**src/rtl/bullet_pool_ctrl_if.sv**
```systemverilog
// Signal bundle between the game logic and the bullet pool controller.
// The master drives fire/hit requests; the slave (the pool) reports slot state.
interface bullet_pool_ctrl_if #(
  parameter int NUM_SLOTS = 4
);
  localparam int IDX_W = (NUM_SLOTS > 1) ? $clog2(NUM_SLOTS) : 1;

  logic                     update_tick;
  logic                     shoot;
  logic [9:0]               kid_x;
  logic [9:0]               kid_y;
  logic                     kid_dir;
  logic                     hit_valid;
  logic [IDX_W-1:0]         hit_idx;
  logic [NUM_SLOTS-1:0]     slot_valid;
  logic [11*NUM_SLOTS-1:0]  slot_x;
  logic [10*NUM_SLOTS-1:0]  slot_y;
  logic                     fire_ack;
  logic                     fire_drop;
  logic                     pool_full;

  modport master (
    output update_tick, shoot, kid_x, kid_y, kid_dir, hit_valid, hit_idx,
    input  slot_valid, slot_x, slot_y, fire_ack, fire_drop, pool_full
  );

  modport slave (
    input  update_tick, shoot, kid_x, kid_y, kid_dir, hit_valid, hit_idx,
    output slot_valid, slot_x, slot_y, fire_ack, fire_drop, pool_full
  );
endinterface

```
**src/rtl/bullet_pool_ctrl.sv**
```systemverilog
// Fixed pool of horizontally moving bullets: debounced fire requests with a
// cooldown, per-frame motion, off-screen retirement and collision clears.
module bullet_pool_ctrl #(
  parameter int NUM_SLOTS = 4,
  parameter int SCREEN_W  = 800,
  parameter int BULLET_W  = 4,
  parameter int SPEED     = 4,
  parameter int COOLDOWN  = 8
) (
  input  logic               clk,
  input  logic               rst,
  bullet_pool_ctrl_if.slave  bus
);
  localparam int IDX_W = (NUM_SLOTS > 1) ? $clog2(NUM_SLOTS) : 1;
  localparam int CD_W  = (COOLDOWN > 0) ? $clog2(COOLDOWN + 1) : 1;

  localparam logic signed [10:0] X_RESET = 11'(SCREEN_W + 1);
  localparam logic signed [10:0] X_MAX   = 11'(SCREEN_W);
  localparam logic signed [10:0] X_MIN   = 11'(-BULLET_W);
  localparam logic signed [10:0] STEP    = 11'(SPEED);
  localparam logic [CD_W-1:0]    CD_LOAD = CD_W'(COOLDOWN);

  logic [NUM_SLOTS-1:0] valid_q;
  logic [NUM_SLOTS-1:0] dir_q;
  logic signed [10:0]   x_q [NUM_SLOTS];
  logic [9:0]           y_q [NUM_SLOTS];
  logic                 shoot_q;
  logic                 pending_q;
  logic [CD_W-1:0]      cooldown_q;
  logic                 fire_ack_q;
  logic                 fire_drop_q;

  logic                 shoot_rise;
  logic [NUM_SLOTS-1:0] hit_vec;
  logic [NUM_SLOTS-1:0] keep_vec;
  logic signed [10:0]   moved_x [NUM_SLOTS];
  logic                 any_free;
  logic                 hit_any;
  logic                 service;
  logic                 do_spawn;
  logic                 do_drop;
  logic [IDX_W-1:0]     spawn_idx;

  assign shoot_rise = bus.shoot & ~shoot_q;
  assign any_free   = ~(&valid_q);
  assign hit_any    = |hit_vec;
  assign service    = bus.update_tick & pending_q & (cooldown_q == '0);
  assign do_spawn   = service & any_free;
  // A full pool that is losing a slot to a hit this cycle keeps the request
  // pending so it lands in the freed slot on the next tick instead of dropping.
  assign do_drop    = service & ~any_free & ~hit_any;

  always_comb begin
    hit_vec  = '0;
    keep_vec = '0;
    for (int i = 0; i < NUM_SLOTS; i++) begin
      hit_vec[i]  = bus.hit_valid && (bus.hit_idx == IDX_W'(i)) && valid_q[i];
      moved_x[i]  = dir_q[i] ? (x_q[i] + STEP) : (x_q[i] - STEP);
      keep_vec[i] = (moved_x[i] < X_MAX) && (moved_x[i] >= X_MIN);
    end
  end

  always_comb begin
    spawn_idx = '0;
    for (int i = NUM_SLOTS - 1; i >= 0; i--) begin
      if (!valid_q[i]) spawn_idx = IDX_W'(i);
    end
  end

  // Per-slot priority: hit clears, then spawn into a free slot, then motion.
  always_ff @(posedge clk or posedge rst) begin
    if (rst) begin
      valid_q <= '0;
      dir_q   <= '1;
      for (int i = 0; i < NUM_SLOTS; i++) begin
        x_q[i] <= X_RESET;
        y_q[i] <= '0;
      end
    end else begin
      for (int i = 0; i < NUM_SLOTS; i++) begin
        if (hit_vec[i]) begin
          valid_q[i] <= 1'b0;
        end else if (do_spawn && (spawn_idx == IDX_W'(i))) begin
          valid_q[i] <= 1'b1;
          x_q[i]     <= {1'b0, bus.kid_x};
          y_q[i]     <= bus.kid_y;
          dir_q[i]   <= bus.kid_dir;
        end else if (bus.update_tick && valid_q[i]) begin
          x_q[i]     <= moved_x[i];
          valid_q[i] <= keep_vec[i];
        end
      end
    end
  end

  always_ff @(posedge clk or posedge rst) begin
    if (rst) begin
      shoot_q     <= 1'b0;
      pending_q   <= 1'b0;
      cooldown_q  <= '0;
      fire_ack_q  <= 1'b0;
      fire_drop_q <= 1'b0;
    end else begin
      shoot_q     <= bus.shoot;
      pending_q   <= (pending_q & ~(do_spawn | do_drop)) | (shoot_rise & ~pending_q);
      fire_ack_q  <= do_spawn;
      fire_drop_q <= do_drop;
      if (do_spawn) begin
        cooldown_q <= CD_LOAD;
      end else if (bus.update_tick && (cooldown_q != '0)) begin
        cooldown_q <= cooldown_q - 1'b1;
      end
    end
  end

  assign bus.slot_valid = valid_q;
  assign bus.fire_ack   = fire_ack_q;
  assign bus.fire_drop  = fire_drop_q;
  assign bus.pool_full  = &valid_q;

  for (genvar g = 0; g < NUM_SLOTS; g++) begin : g_pack
    assign bus.slot_x[11*g +: 11] = x_q[g];
    assign bus.slot_y[10*g +: 10] = y_q[g];
  end
endmodule
```
**src/flat_wrapper.sv**
```systemverilog
// flat-port wrapper written by rule: the top's interface ports become plain ports
module bullet_pool_ctrl_flat 
#(
  parameter int NUM_SLOTS = 4,
  parameter int SCREEN_W  = 800,
  parameter int BULLET_W  = 4,
  parameter int SPEED     = 4,
  parameter int COOLDOWN  = 8
)
  (clk, rst, bus_update_tick, bus_shoot, bus_kid_x, bus_kid_y, bus_kid_dir, bus_hit_valid, bus_hit_idx, bus_slot_valid, bus_slot_x, bus_slot_y, bus_fire_ack, bus_fire_drop, bus_pool_full);
  bullet_pool_ctrl_if #(.NUM_SLOTS(NUM_SLOTS)) bus_i ();
  input  logic clk;
  input  logic rst;
  input wire logic [$bits(bus_i.update_tick)-1:0] bus_update_tick;
  input wire logic [$bits(bus_i.shoot)-1:0] bus_shoot;
  input wire logic [$bits(bus_i.kid_x)-1:0] bus_kid_x;
  input wire logic [$bits(bus_i.kid_y)-1:0] bus_kid_y;
  input wire logic [$bits(bus_i.kid_dir)-1:0] bus_kid_dir;
  input wire logic [$bits(bus_i.hit_valid)-1:0] bus_hit_valid;
  input wire logic [$bits(bus_i.hit_idx)-1:0] bus_hit_idx;
  output wire logic [$bits(bus_i.slot_valid)-1:0] bus_slot_valid;
  output wire logic [$bits(bus_i.slot_x)-1:0] bus_slot_x;
  output wire logic [$bits(bus_i.slot_y)-1:0] bus_slot_y;
  output wire logic [$bits(bus_i.fire_ack)-1:0] bus_fire_ack;
  output wire logic [$bits(bus_i.fire_drop)-1:0] bus_fire_drop;
  output wire logic [$bits(bus_i.pool_full)-1:0] bus_pool_full;
  assign bus_i.update_tick = bus_update_tick;
  assign bus_i.shoot = bus_shoot;
  assign bus_i.kid_x = bus_kid_x;
  assign bus_i.kid_y = bus_kid_y;
  assign bus_i.kid_dir = bus_kid_dir;
  assign bus_i.hit_valid = bus_hit_valid;
  assign bus_i.hit_idx = bus_hit_idx;
  assign bus_slot_valid = bus_i.slot_valid;
  assign bus_slot_x = bus_i.slot_x;
  assign bus_slot_y = bus_i.slot_y;
  assign bus_fire_ack = bus_i.fire_ack;
  assign bus_fire_drop = bus_i.fire_drop;
  assign bus_pool_full = bus_i.pool_full;
  bullet_pool_ctrl #(.NUM_SLOTS(NUM_SLOTS), .SCREEN_W(SCREEN_W), .BULLET_W(BULLET_W), .SPEED(SPEED), .COOLDOWN(COOLDOWN)) u_core (.clk(clk), .rst(rst), .bus(bus_i));
endmodule
```
**config.mk**
```make
export PLATFORM = sky130hd
export DESIGN_NAME = bullet_pool_ctrl_flat
export DESIGN_NICKNAME = d
export VERILOG_FILES = /design/src/rtl/bullet_pool_ctrl_if.sv /design/src/rtl/bullet_pool_ctrl.sv /design/src/flat_wrapper.sv
export SDC_FILE = /design/constraint.sdc
export NUM_CORES = 1
export LEC_CHECK = 0
export BUFFER_PORTS_ARGS = -buffer_cell sky130_fd_sc_hd__buf_4
export CAP_MARGIN = 10
export CORE_ASPECT_RATIO = 0.8
export CORE_MARGIN = 2
export CORE_UTILIZATION = 25
export CTS_BUF_LIST = sky130_fd_sc_hd__clkbuf_16
export CTS_CLUSTER_SIZE = 28
export DETAILED_ROUTE_END_ITERATION = 7
export SETUP_SLACK_MARGIN = 0.15
export SLEW_MARGIN = 40
export SYNTH_ARGS = -nofsm -noshare
export SYNTH_HDL_FRONTEND = slang
export SYNTH_SLANG_ARGS = --single-unit
```
**constraint.sdc**
```tcl
create_clock -name clk -period 3.3 [get_ports clk]
set_input_delay 0.165 -clock clk [delete_from_list [all_inputs] [get_ports clk]]
set_output_delay 0.165 -clock clk [all_outputs]
set_load 0.02 [all_outputs]
```
=== Yosys cells after proc, flatten, opt, wreduce, memory -nomap -nowiden ===
Cells that the tools add are included.
Widths: inputs -> output; s select.

* Flip-flop bits (word level): 100
* Output and inout port bits: 91

* Add/sub/neg operators: 9
* $lt $le $gt $ge: 8
* Muxes and demuxes: 30
* Bitwise logic cells: 19
* Equality and inequality tests: 6
* Reduce and logical (&&, ||, !) cells: 44

{| class="wikitable"
|+ Operators by type and width
! kind !! number
|-
| $mux 11 || 12
|-
| $add 11x4->11 const B || 4
|-
| $ge 11x3->1 const B || 4
|-
| $lt 11x11->1 const B || 4
|-
| $sub 11x4->11 const B || 4
|-
| $logic_and 1x1->1 || 21
|-
| $reduce_and 2->1 || 8
|-
| $mux 1 || 12
|-
| $reduce_bool 3->1 || 4
|-
| $reduce_bool 2->1 || 5
|-
| $not 1->1 || 9
|-
| $and 1x1->1 || 8
|-
| $eq 2x2->1 const B || 4
|-
| $mux 2 || 4
|-
| $mux 4 || 2
|-
| $eq 2x1->1 const B || 2
|-
| $logic_not 2->1 || 2
|-
| $logic_not 4->1 || 1
|-
| $reduce_and 4->1 || 1
|-
| $reduce_bool 4->1 || 1
|-
| $reduce_or 4->1 || 1
|-
| $sub 4x1->4 const B || 1
|-
| $or 1x1->1 || 2
|}

=== Depth between registers and ports, before layout ===
* Word-level depth: 10
* Depth in mapped cells: 9
* Mapped depth without buffers: 9

=== Worst setup path after synthesis ===
OpenSTA, ideal clock, no wires.

* Kind: flip-flop to flip-flop
* Start: reg u_core.dir_q[0]
* End: reg u_core.valid_q[0] (netlist: u_core.bus.slot_valid[0])
* Arrival: 2448 ps
* Period minus slack after synthesis: 2580 ps
* Library setup time: 132 ps
* Stages on the path, launching flop included: 10
* Setup slack: 720 ps
* Buffers on the path: 0
* Path through: dfstp_2 -> inv_1 -> ha_1 -> nor2b_4 -> o2111a_2 -> or3_1 -> o211ai_2 -> xnor2_1 -> nor3b_1 -> or3b_1

* Longest elaborated chain between the ends: 6

{| class="wikitable"
|+ RTL lines
! element !! RTL line !! text
|-
| from (decl) || bullet_pool_ctrl.sv:24 || <nowiki>logic [NUM_SLOTS-1:0] dir_q;</nowiki>
|-
| from (signal, indexed assignment) || bullet_pool_ctrl.sv:87 || <nowiki>dir_q[i] <= bus.kid_dir;</nowiki>
|-
| $mux 11 (*) || bullet_pool_ctrl.sv:58 || <nowiki>moved_x[i] = dir_q[i] ? (x_q[i] + STEP) : (x_q[i] - STEP);</nowiki>
|-
| $lt 11x11->1 or $ge 11x3->1 (tied branches) || bullet_pool_ctrl.sv:59 || <nowiki>keep_vec[i] = (moved_x[i] < X_MAX) && (moved_x[i] >= X_MIN);</nowiki>
|-
| $logic_and 1x1->1 (*) || bullet_pool_ctrl.sv:59 ||
|-
| $mux 1 (*) || bullet_pool_ctrl.sv:88 || <nowiki>end else if (bus.update_tick && valid_q[i]) begin</nowiki>
|-
| $mux 1 (*) || bullet_pool_ctrl.sv:83 || <nowiki>end else if (do_spawn && (spawn_idx == IDX_W'(i))) begin</nowiki>
|-
| $mux 1 (*) || bullet_pool_ctrl.sv:81 || <nowiki>if (hit_vec[i]) begin</nowiki>
|-
| to (signal, indexed assignment) || bullet_pool_ctrl.sv:90 || <nowiki>valid_q[i] <= keep_vec[i];</nowiki>
|-
| to (decl) || bullet_pool_ctrl.sv:23 || <nowiki>logic [NUM_SLOTS-1:0] valid_q;</nowiki>
|}

Every way passes the cells marked *; elsewhere a longest branch is shown, timed or not. The select of a mux whose other input is x is not followed.
A chain may end at the register's enable or synchronous reset.

=== Worst setup path after layout ===
* Start: reg u_core.dir_q[1]
* End: reg u_core.valid_q[1] (netlist: u_core.bus.slot_valid[1])

Same word-level chain as after synthesis.

==> flow_summary_export.csv <==
group,metric,value,unit
cells_and_area,nets,777,
pwr,intPower,0.00362,W
timing,relSlewSlack,51.9,%
pwr,power.switching,0.00266,W
placement,dp_slack,0.492,ns
clock_network,htreeDepth,3,
setup_path,path_cells,"inv_1 -> ha_1 -> a211oi_1 -> nor4_1 -> or4_1 -> a311oi_1 -> o21ai_1 -> a21boi_1 -> o211ai_1",
cells_and_area,mostFrequentLayoutCell,"buf_4",
worst_hold_path,hp-class,"input port to flip-flop",
route,routedLengthMet1,8.70,mm
setup_path,r2r.worst_path.cells,9,
floorplan,start_util,25.5,%
route,highest_layer,"met4",
setup_path,crit_family,"compound AO/OA/AOI/OAI gates",
pwr,leakage,3.58,nW
global_routing,first_global_vias,4609,
yosys,synth_area_leaders,"dfrtp_1 34%, dfstp_2 8.8%, ha_1 6.9%",
cells_and_area,antennaDiodeCount,0,
setup_path,critPathMaxFanout,7,
clock_network,worst_skew_pair.late_latency,0.35,ns
setup_path,cp.buffers_inverters,1,
route,dr.first_iter.drc_count,313,
clock_network,postCtsSetupBuffers,0,
setup_path,criticalPathCategory,"flip-flop to flip-flop",
clock_network,cts_buffers,9,
setup_path,cp.required,3.51,ns
pwr,max-vdd-ir-drop,0.334,mV
cells_and_area,drive_above_1_share,27.1,%
setup_path,rrSetupSlack,0.45,ns
route,wirelength,16.9,mm
clock_network,clockBufferDepth,2,
global_routing,antenna_found_initial,0,
status,status,"completed",
floorplan,core,23400,µm²
timing,period_needed,2.85,ns
yosys,syn_nets,657,
setup_path,slowest_delay,0.57,ns
route,wl_per_cell,16.4,µm
global_routing,gr-total-overflow,0,
timing,setup_violations,0,
setup_path,cp_num_cells,9,
timing,grt_setup_unrepaired,"false",
yosys,synth_cell_type_count,64,
yosys,synth-seq-cells,100,
route,antenna_left,0,
pwr,powerDensity,835,nW/µm²
timing,max_freq,350,MHz
placement,dp_hpwl,12.7,mm
floorplan,ios,119,
route,drt-pass1-iter-count,5,
floorplan,die-area,25100,µm²
yosys,synth_edf_count,0,
pwr,combPwrFrac,53.8,%
yosys,synth_top_area_share,33.6,%
floorplan,die_w,177,µm
yosys,async_flop_share,100,%
clock_network,clk_pin_slew,0.07,ns
timing,fin_ws,0.445,ns
pwr,swShare,42.4,%
route,viasPerCell,4.66,
cells_and_area,area_delta_synth_final,26.4,%
floorplan,core.rowCount,50,
yosys,synth.cell_area,5960,µm²
yosys,yosys_warnings,0,
yosys,synth_top_area_cell,"dfrtp_1",
clock_network,ctsRootBufferMaster,"clkbuf_16",
timing,fin_setup_tns,0,ns
timing,worstMarginPinSlew,0.721,ns
clock_network,tritoncts,"yes",
timing,fin_skew,0.00903,ns
global_routing,grt_max_degree,54,
placement,gp_congestion,0.859,
timing,final-hold-violation-count,0,
route,route.vias.total,4795,
worst_hold_path,min_path_cells,2,
setup_path,cp.arrival,3.06,ns
setup_path,slowest_stage,"dfstp_2",
global_routing,track_usage,13.7,%
yosys,synth-main-ff-cell,"dfrtp_1",
timing,finalCritPeriodShare,86.5,%
route,route.met2.wl,7.37,mm
setup_path,worst_setup_path_start_kind,"flip-flop",
route,wl_met3,694,µm
pwr,sequentialPowerShare,29.2,%
yosys,syn_avg_cell_area,10.1,µm²
clock_network,cts.sinks,100,
global_routing,grt_pass1_wl,26.5,mm
placement,numPortBuffers,118,
setup_path,endpoint_kind,"flip-flop",
flow_run,maxCapViolCount,0,
yosys,ys_seq_area_share,42.4,%
pwr,power_frac_clock,17.0,%
route,drc,0,
cells_and_area,mostFrequentLayoutCells,"127 x buf_4, 80 x dfrtp_1, 59 x nor2_1",
timing,slew_violations,0,
cells_and_area,fill_cells,2456,
floorplan,die_height,142,µm
yosys,synth_cells,592,
[area by class of cell]
type,count,area [µm²],area share [%]
Inverter,29,111,1.48
Sequential cell,100,2530,33.6
Tap cell,312,390,5.19
Timing Repair Buffer,129,973,12.9
Multi-Input combinational cell,443,3230,43.0
Clock buffer,9,225,2.99
Clock inverter,7,66.3,0.881
[per-stage QoR]
step,instances,instance area (µm²),total power (W),hold slack [ns],utilization (%)
floorplan,592,5960,0.00425,0.196,-
global route,1029,7530,0.00678,0.0340,32.2
CTS,1029,7530,0.00633,0.0323,32.2
global placement,1011,7210,0.00520,0.285,30.8
detailed placement,1011,7210,0.00522,0.288,30.8
finish,1029,7530,0.00629,0.0444,32.2
[power by group through the flow]
stage	clock network (W)	logic (W)	registers (W)
after detailed placement	0	0.00337	0.00185
after floorplan	0	0.00216	0.00209
after global placement	0	0.00335	0.00185
final	0.00107	0.00338	0.00183
after CTS	0.00111	0.00339	0.00183
after global routing	0.00116	0.00374	0.00188
[cells in the mapped netlist (all sizes together) (8+ instances only)]
master   n
inv     29
ha      33
nor3    15
xor2    11
nand3   13
o21ai   28
dfrtp   80
clkbuf  13
o211ai   8
mux2i   12
xnor2   19
a21oi   46
o21a     8
dfstp   20
or3      8
nor2    60
mux2    54
nand2   40
[layer usage]
metal	up-vias	global-route usage, %
met5	-	0
met4	0	2.44
met3	12	3.23
met2	92	20.9
met1	2321	19.8
li1	2370	-
[worst paths after layout]
check	endpoint	start
setup / recovery	u_core.bus.slot_valid[1]$_DFFE_PP0P_	u_core.dir_q[1]$_DFFE_PP1P_
hold / removal	u_core.bus.fire_drop$_DFF_PP0_	bus_hit_valid
setup reg to reg	u_core.bus.slot_valid[1]$_DFFE_PP0P_	u_core.dir_q[1]$_DFFE_PP1P_
hold reg to reg	u_core.pending_q$_DFF_PP0_	u_core.shoot_q$_DFF_PP0_
max in group asynchronous	u_core.bus.slot_x[11]$_DFFE_PP1P_	rst
min in group asynchronous	u_core.bus.slot_y[37]$_DFFE_PP0P_	rst
[flip-flops by register name, summed over array words and instances, names as in the netlist]
name	flops
u_core.bus.fire_drop	1
u_core.cooldown_q	4
u_core.bus.slot_y	40
u_core.bus.slot_x	44
u_core.shoot_q	1
u_core.dir_q	4
u_core.bus.fire_ack	1
u_core.bus.slot_valid	4
u_core.pending_q	1
[what timing repair did]
item | 4_1_cts | 5_1_grt
gates resized for setup | 0 | 0
hold endpoints to repair | 36 | 0
hold buffers | 2 | 0
[cells by family after synthesis]
logic type	share of synthesized area (%)
AND/OR/NAND/NOR	15.0
AO/OA/AOI/OAI	14.0
flip-flops	42.4
multiplexers	12.6
buffers and inverters	3.32
adder cells (fa/ha/maj)	8.28
XOR/XNOR	4.41
[worst reg2reg max path, cell delays in order, from the launching register on]
cell      delay, ns
dfstp_2        0.57
inv_1          0.14
ha_1           0.34
a211oi_1       0.36
nor4_1         0.12
or4_1          0.44
a311oi_1       0.37
o21ai_1        0.12
a21boi_1       0.16
o211ai_1       0.09
(Power assumes the default switching activity.)
